$ cat src/rtl/change_dispenser.sv
// change_dispenser: pays a 5-bit change amount out as single coins, largest
// denomination first (TEN, FIVE, ONE), through a valid/ack handshake with the
// coin-ejection mechanism. Keeps per-denomination inventory counters and
// raises a sticky shortfall flag when exact change cannot be made.
//
// Ports:
//   clk, rst        clock, asynchronous active-low reset
//   start/change_in request to pay change_in (taken only when idle)
//   restock         reload all inventories (taken only when idle, start wins)
//   coin_ack        mechanism has ejected the presented coin
//   coin_valid/type coin request (type 0 none, 1 ONE, 2 FIVE, 3 TEN)
//   busy/done/short transaction status (done is a 1-cycle pulse, short sticky)
//   remaining       amount still owed
//   inv_ten/five/one coins on hand
module change_dispenser #(
  parameter int INV_W     = 4,
  parameter int INIT_TEN  = 8,
  parameter int INIT_FIVE = 8,
  parameter int INIT_ONE  = 8
) (
  input  logic             clk,
  input  logic             rst,
  input  logic             start,
  input  logic [4:0]       change_in,
  input  logic             restock,
  input  logic             coin_ack,
  output logic             coin_valid,
  output logic [1:0]       coin_type,
  output logic             busy,
  output logic             done,
  output logic             short,
  output logic [4:0]       remaining,
  output logic [INV_W-1:0] inv_ten,
  output logic [INV_W-1:0] inv_five,
  output logic [INV_W-1:0] inv_one
);

  typedef enum logic [2:0] {
    S_IDLE, S_SELECT, S_DISPENSE, S_DONE, S_FAULT
  } state_t;

  localparam logic [1:0] C_NONE = 2'd0;
  localparam logic [1:0] C_ONE  = 2'd1;
  localparam logic [1:0] C_FIVE = 2'd2;
  localparam logic [1:0] C_TEN  = 2'd3;

  localparam logic [INV_W-1:0] LD_TEN  = INV_W'(INIT_TEN);
  localparam logic [INV_W-1:0] LD_FIVE = INV_W'(INIT_FIVE);
  localparam logic [INV_W-1:0] LD_ONE  = INV_W'(INIT_ONE);
  localparam logic [INV_W-1:0] DEC     = INV_W'(1);

  // every output is a field of this registered bundle
  typedef struct packed {
    state_t           state;
    logic             coin_valid;
    logic [1:0]       coin_type;
    logic             busy;
    logic             done;
    logic             short;
    logic [4:0]       remaining;
    logic [INV_W-1:0] inv_ten;
    logic [INV_W-1:0] inv_five;
    logic [INV_W-1:0] inv_one;
  } regs_t;

  regs_t r, nx;

  function automatic logic [4:0] denom(input logic [1:0] t);
    case (t)
      C_TEN:   denom = 5'd10;
      C_FIVE:  denom = 5'd5;
      C_ONE:   denom = 5'd1;
      default: denom = 5'd0;
    endcase
  endfunction

  always_ff @(posedge clk or negedge rst) begin
    if (!rst) begin
      r <= '{state: S_IDLE, coin_valid: 1'b0, coin_type: C_NONE, busy: 1'b0,
             done: 1'b0, short: 1'b0, remaining: 5'd0,
             inv_ten: LD_TEN, inv_five: LD_FIVE, inv_one: LD_ONE};
    end else begin
      r <= nx;
    end
  end

  always_comb begin
    nx      = r;
    nx.done = 1'b0;
    case (r.state)
      S_IDLE: begin
        if (start) begin
          nx.remaining = change_in;
          nx.busy      = 1'b1;
          nx.short     = 1'b0;
          nx.state     = (change_in == 5'd0) ? S_DONE : S_SELECT;
        end else if (restock) begin
          nx.inv_ten  = LD_TEN;
          nx.inv_five = LD_FIVE;
          nx.inv_one  = LD_ONE;
        end
      end
      S_SELECT: begin
        // remaining is nonzero here, so a failed search means a real shortfall
        nx.coin_valid = 1'b1;
        nx.state      = S_DISPENSE;
        if (r.remaining >= 5'd10 && r.inv_ten != '0)      nx.coin_type = C_TEN;
        else if (r.remaining >= 5'd5 && r.inv_five != '0) nx.coin_type = C_FIVE;
        else if (r.inv_one != '0)                         nx.coin_type = C_ONE;
        else begin
          nx.coin_valid = 1'b0;
          nx.short      = 1'b1;
          nx.state      = S_FAULT;
        end
      end
      S_DISPENSE: begin
        if (coin_ack) begin
          nx.remaining  = r.remaining - denom(r.coin_type);
          nx.coin_valid = 1'b0;
          nx.coin_type  = C_NONE;
          case (r.coin_type)
            C_TEN:   nx.inv_ten  = r.inv_ten - DEC;
            C_FIVE:  nx.inv_five = r.inv_five - DEC;
            C_ONE:   nx.inv_one  = r.inv_one - DEC;
            default: ;
          endcase
          nx.state = (nx.remaining == 5'd0) ? S_DONE : S_SELECT;
        end
      end
      S_DONE: begin
        nx.done  = 1'b1;
        nx.busy  = 1'b0;
        nx.state = S_IDLE;
      end
      S_FAULT: begin
        nx.busy  = 1'b0;
        nx.state = S_IDLE;
      end
      default: nx.state = S_IDLE;
    endcase
  end

  assign coin_valid = r.coin_valid;
  assign coin_type  = r.coin_type;
  assign busy       = r.busy;
  assign done       = r.done;
  assign short      = r.short;
  assign remaining  = r.remaining;
  assign inv_ten    = r.inv_ten;
  assign inv_five   = r.inv_five;
  assign inv_one    = r.inv_one;

endmodule

$ cat config.mk
export PLATFORM = sky130hd
export DESIGN_NAME = change_dispenser
export DESIGN_NICKNAME = d
export VERILOG_FILES = /design/src/rtl/change_dispenser.sv
export SDC_FILE = /design/constraint.sdc
export NUM_CORES = 1
export LEC_CHECK = 0
export CAP_MARGIN = 20
export CORE_ASPECT_RATIO = 0.75
export CORE_MARGIN = 1.5
export CORE_UTILIZATION = 52
export CTS_BUF_LIST = sky130_fd_sc_hd__clkbuf_16
export DETAILED_ROUTE_END_ITERATION = 10
export MAX_ROUTING_LAYER = met4
export PLACE_DENSITY = 0.84
export SETUP_SLACK_MARGIN = 0.5
export SLEW_MARGIN = 20
export SYNTH_ARGS = -nofsm -noshare
export SYNTH_HDL_FRONTEND = slang
export SYNTH_SLANG_ARGS = --single-unit
$ cat constraint.sdc
create_clock -name clk -period 2.74 [get_ports clk]
set_input_delay 0.548 -clock clk [delete_from_list [all_inputs] [get_ports clk]]
set_output_delay 0.548 -clock clk [all_outputs]
set_load 0.005 [all_outputs]
# Word-level counts from Yosys, hierarchy flattened

Index checks and enable logic that the tools add are counted.

Bits in registers: 26
Bits of input ports: 10
Output and inout bits: 23
Logic and storage cells: 86

Add/subtract/negate cells: 4
Magnitude comparators: 2
Equality and inequality tests: 18
Multiplexer cells: 30
Reductions and logical operators: 22

Operators with widths:

| kind                                                                                | number |
|---|---|
| 17-bit case mux with 2 select lines                                                 | 1 |
| 12-bit two-way mux                                                                  | 2 |
| 4-bit two-way mux                                                                   | 6 |
| 5-bit AND reduction                                                                 | 4 |
| 17-bit two-way mux                                                                  | 1 |
| 2-bit inequality test, second input constant                                        | 8 |
| 6-bit two-way mux                                                                   | 2 |
| 4-bit case mux with 3 select lines                                                  | 1 |
| 4-bit nonzero test                                                                  | 3 |
| 4-bit by 1-bit subtractor with 4-bit output, second input constant                  | 3 |
| 5-bit zero test                                                                     | 2 |
| 2-bit two-way mux                                                                   | 5 |
| 5-bit two-way mux                                                                   | 2 |
| 3-bit case mux with 3 select lines                                                  | 1 |
| 2-bit nonzero test                                                                  | 4 |
| 3-bit by 2-bit == test with 1-bit output, second input constant                     | 2 |
| 3-bit case mux with 2 select lines                                                  | 1 |
| 2-bit AND reduction                                                                 | 3 |
| 3-bit AND reduction                                                                 | 2 |
| 5-bit by 3-bit greater-or-equal comparator with 1-bit output, second input constant | 1 |
| 5-bit by 4-bit greater-or-equal comparator with 1-bit output, second input constant | 1 |
| 1-bit two-way mux                                                                   | 5 |
| 5-bit subtractor                                                                    | 1 |
| 2-bit == test, second input constant                                                | 2 |
| 10 further kinds                                                                    | 13 |

# Depth between registers and ports, before layout

Depth after elaboration: 9
Mapped depth: 10
Mapped depth without buffers: 10

# Least setup slack after synthesis

No wires, ideal clock.

Path kind: flip-flop to flip-flop
Start point: register r, in the netlist coin_type[0]
End point: register r[24] (netlist bit)
Library setup time: 87 ps
Data arrival time: 1894 ps
Data required time: 2653 ps
Slack: 759 ps
Stages on the path, launching flop included: 11
Path buffers: 0
Period minus slack after synthesis: 1981 ps
Cell sequence: dfrtp_1 > inv_1 > ha_1 > inv_1 > ha_1 > inv_1 > fa_1 > xor2_1 > nor4b_2 > o21ai_1 > o211ai_1

Cells in the longest elaborated chain, start to end: 9
Elaborated cells on any way between the ends: 11
Those cells by class: add/sub (1); eq/ne (3); mux (6); reduce/logical (1)

RTL lines:

| item                                                                      | line | source |
|---|---|---|
| start: declaration                                                        | 66   | `regs_t r, nx;` |
| start signal: assignment                                                  | 79   | `r <= '{state: S_IDLE, coin_valid: 1'b0, coin_type: C_NONE, busy: 1'b0,` |
| start signal: assignment                                                  | 83   | `r <= nx;` |
| 2-bit by 1-bit == test with 1-bit output or 2-bit == test (tied branches) | 69   | `case (t)` |
| 4-bit case mux with 3 select lines (*)                                    | 69   |  |
| 5-bit two-way mux (*)                                                     | 117  | `if (coin_ack) begin` |
| 5-bit two-way mux (*)                                                     | 90   | `case (r.state)` |
| 5-bit subtractor (*)                                                      | 118  | `nx.remaining = r.remaining - denom(r.coin_type);` |
| 5-bit zero test (*)                                                       | 127  | `nx.state = (nx.remaining == 5'd0) ? S_DONE : S_SELECT;` |
| 2-bit two-way mux (*)                                                     | 127  |  |
| 6-bit two-way mux (*)                                                     | 117  |  |
| 3-bit case mux with 3 select lines (*)                                    | 90   |  |

Mark *: on every way between the ends. The rest lies on a longest branch, timed or not. The select of a mux whose other input is x is not followed.
A chain may end at the register's enable or synchronous reset.

# Final worst setup path

Same ends and word-level chain as after synthesis.

==> results.toml <==
[routing]
met2WireLength_um = 2017
via_per_inst = 5.937
drt-met1-wl_um = 1856
ant_nets = 0
num_vias = 1496
met3WireLength_um = 348
firstDrtPassIters = 4
routedWlPerCell_um = 16.96
wl_um = 4275
drt_iter0_drc = 128
post-route-drc-count = 0
top_layer = "met4"

[yosys]
yosys_warnings = 0
synth_edf_count = 0
synthTopCellsByArea = "dfrtp_1, buf_4, ha_1"
async_flop_share = 1.000
synth.largest_area_cell = "dfrtp_1"
ys_ff_latch = 26
yosysTopAreaCellShare = 0.3305
synth_fp_nets = 220
synth_area_um2 = 1742
syn_inst = 197
synthFlopType = "dfrtp_1"
synthDistinctLibCells = 46
ys_seq_area_frac = 0.3757
avgSynthCellArea_um2 = 8.841

[timing]
period_needed_ns = 2.215
fin_skew_ns = 0.003673
tns_ns = 0
fin_crit_sh = 0.8084
tightest_slew_ns = 0.6067
grt_setup_unrepaired = "yes"
finalSetupViolCount = 0
finalMaxSlewViolations = 0
whs_ns = 0.4829
clock.fmax_ghz = 0.4515
hold_viol = 0
slew_headroom = 0.5956

[pwr]
power_density_nw_per_um2 = 1363
total_leakage_power_nw = 0.8916
ir_worst_vdd_v = 0.0006890

[critical_path]
endpoint_kind = "flip-flop"
critPathKind = "reg2reg"
reg2reg_depth = 10
crit_fanout = 4
crit_path_start = "coin_type[0]"
r2r_end = "r[24]"
crit_required_ns = 2.92
start_kind = "flip-flop"
reg2reg_from = "coin_type[0]"
reg2reg_slack_ns = 0.53
arrival_ns = 2.40

[min_path]
whs_path_depth = 1
worstHoldStart = "short"
holdPathEnd = "short"
hold_class = "reg2reg"

[grt]
grt.total_usage = 0.2524
grt_pass1_wl_um = 7065
antenna_found_initial = 0
grt-ovfl-total = 0
grt_pass1_vias = 1543
grt_max_degree = 27

[clock_tree]
cts_buffers = 3
clock_latency_ns = 0.26
cts_hold_buf = 0
cts_buffer_depth = 2
cts_tree = "done"
path_clk_slew_ns = 0.07
clock-sinks = 26
root_buffer = "clkbuf_16"
htree_num_levels = 1

[final_layout]
final_common_cell = "clkdlybuf4s50_1"
final-instance-count-excl-fill = 252
final_nets = 238
fin_area_um2 = 2111
antenna_cells = 0
final_cell_mix = "clkdlybuf4s50_1, o21ai_0, dfrtp_1"
syn_to_final_growth_pct = 21.19
drive_above_1_share = 0.09813

[placed_design]
gp_congestion = 0.8898
placed_cells = 245
dpl_cell_area_um2 = 1953
port_buffers = 32
place_hpwl_um = 3036

[die]
placementRows = 17
fp.dieW_um = 69.83
core-area_um2 = 3063
dieArea_um2 = 3709
fp.dieH_um = 53.12
initial_core_util = 0.5686
io_pins = 33

[flow_run]
drv_cap = 0

[run_status]
status = "finished clean"
[worst max path at each step]
stage | slack [ns] | cells after the start | endpoint
finish | 0.53 | 10 | r[24]
global placement | 0.61 | 10 | r[24]
CTS | 0.52 | 10 | r[24]
detailed placement | 0.54 | 10 | r[24]
floorplan | 0.76 | 10 | r[24]
global route | 0.43 | 10 | r[24]
[cells in the mapped netlist (3+ instances only)]
master	instances
nand3_1	5
nor2_1	15
dfrtp_1	23
nand2b_1	6
buf_4	20
nor3_1	5
o21ai_0	23
nand2_1	8
ha_1	12
a21oi_1	13
inv_1	20
dfstp_2	3
[sequential cells by signal, summed over array words and instances, names as in the netlist]
register    flops
remaining       5
inv_five        4
inv_one         4
inv_ten         4
r               3
coin_type       2
busy            1
coin_valid      1
done            1
short           1
[cell type report]
cell class              instances  area [µm²]
fillers                       244       952.2
multi-input cells             128       877.1
flip-flops and latches         26       655.6
repair buffers                 36       350.3
clock buffers                   3       75.07
inverters                      20       75.07
well taps                      38       47.55
clock inverters                 1       30.03
[timing repair]
action / 4_1_cts / 5_1_grt
endpoints found under the setup margin: 0 / 3
resized for setup: 0 / 7
buffers inserted: 0 / 3
[cells by family (layout without fill, tap and decap cells)]
group | count (synthesis) | in the layout | synth area share
compound gates | 60 | 60 | 0.2134
buf+inv | 43 | 60 | 0.1372
simple gates | 53 | 53 | 0.1652
fa+ha+maj | 13 | 13 | 0.09770
xor+xnor | 1 | 1 | 0.005030
mux | 1 | 1 | 0.005747
flops | 26 | 26 | 0.3757
[critical path: stages, from the launching register on]
cell	delay (ns)
dfrtp_1	0.43
inv_2	0.08
ha_4	0.23
inv_1	0.06
ha_2	0.17
inv_1	0.05
fa_2	0.39
xor2_2	0.17
nor4b_2	0.29
o21ai_1	0.10
o211ai_1	0.18
[metrics by stage]
step | setup WS [ns] | power (W) | utilization
final | 0.5251 | 0.002878 | 0.6891
after global routing | 0.4272 | 0.003102 | 0.6891
after CTS | 0.5205 | 0.002726 | 0.6720
after detailed placement | 0.5373 | 0.002259 | 0.6377
after global placement | 0.6069 | 0.002166 | 0.6377
after floorplan | 0.7594 | 0.001838 | -
[report_power, final]
part | total (W) | internal, W | switching (W)
sequential | 0.000778 | 0.000566 | 0.000212
clock | 0.000431 | 0.000291 | 0.000140
combinational | 0.00167 | 0.000799 | 0.000870
[layer usage]
| metal | GRT usage | vias up |
|---|---|---|
| met1 | 0.3238 | 714 |
| met2 | 0.4238 | 68 |
| li1 | - | 708 |
| met5 | - | - |
| met4 | 0.05449 | 0 |
| met3 | 0.04952 | 6 |
Note: power is estimated with default switching activity, not from simulation.
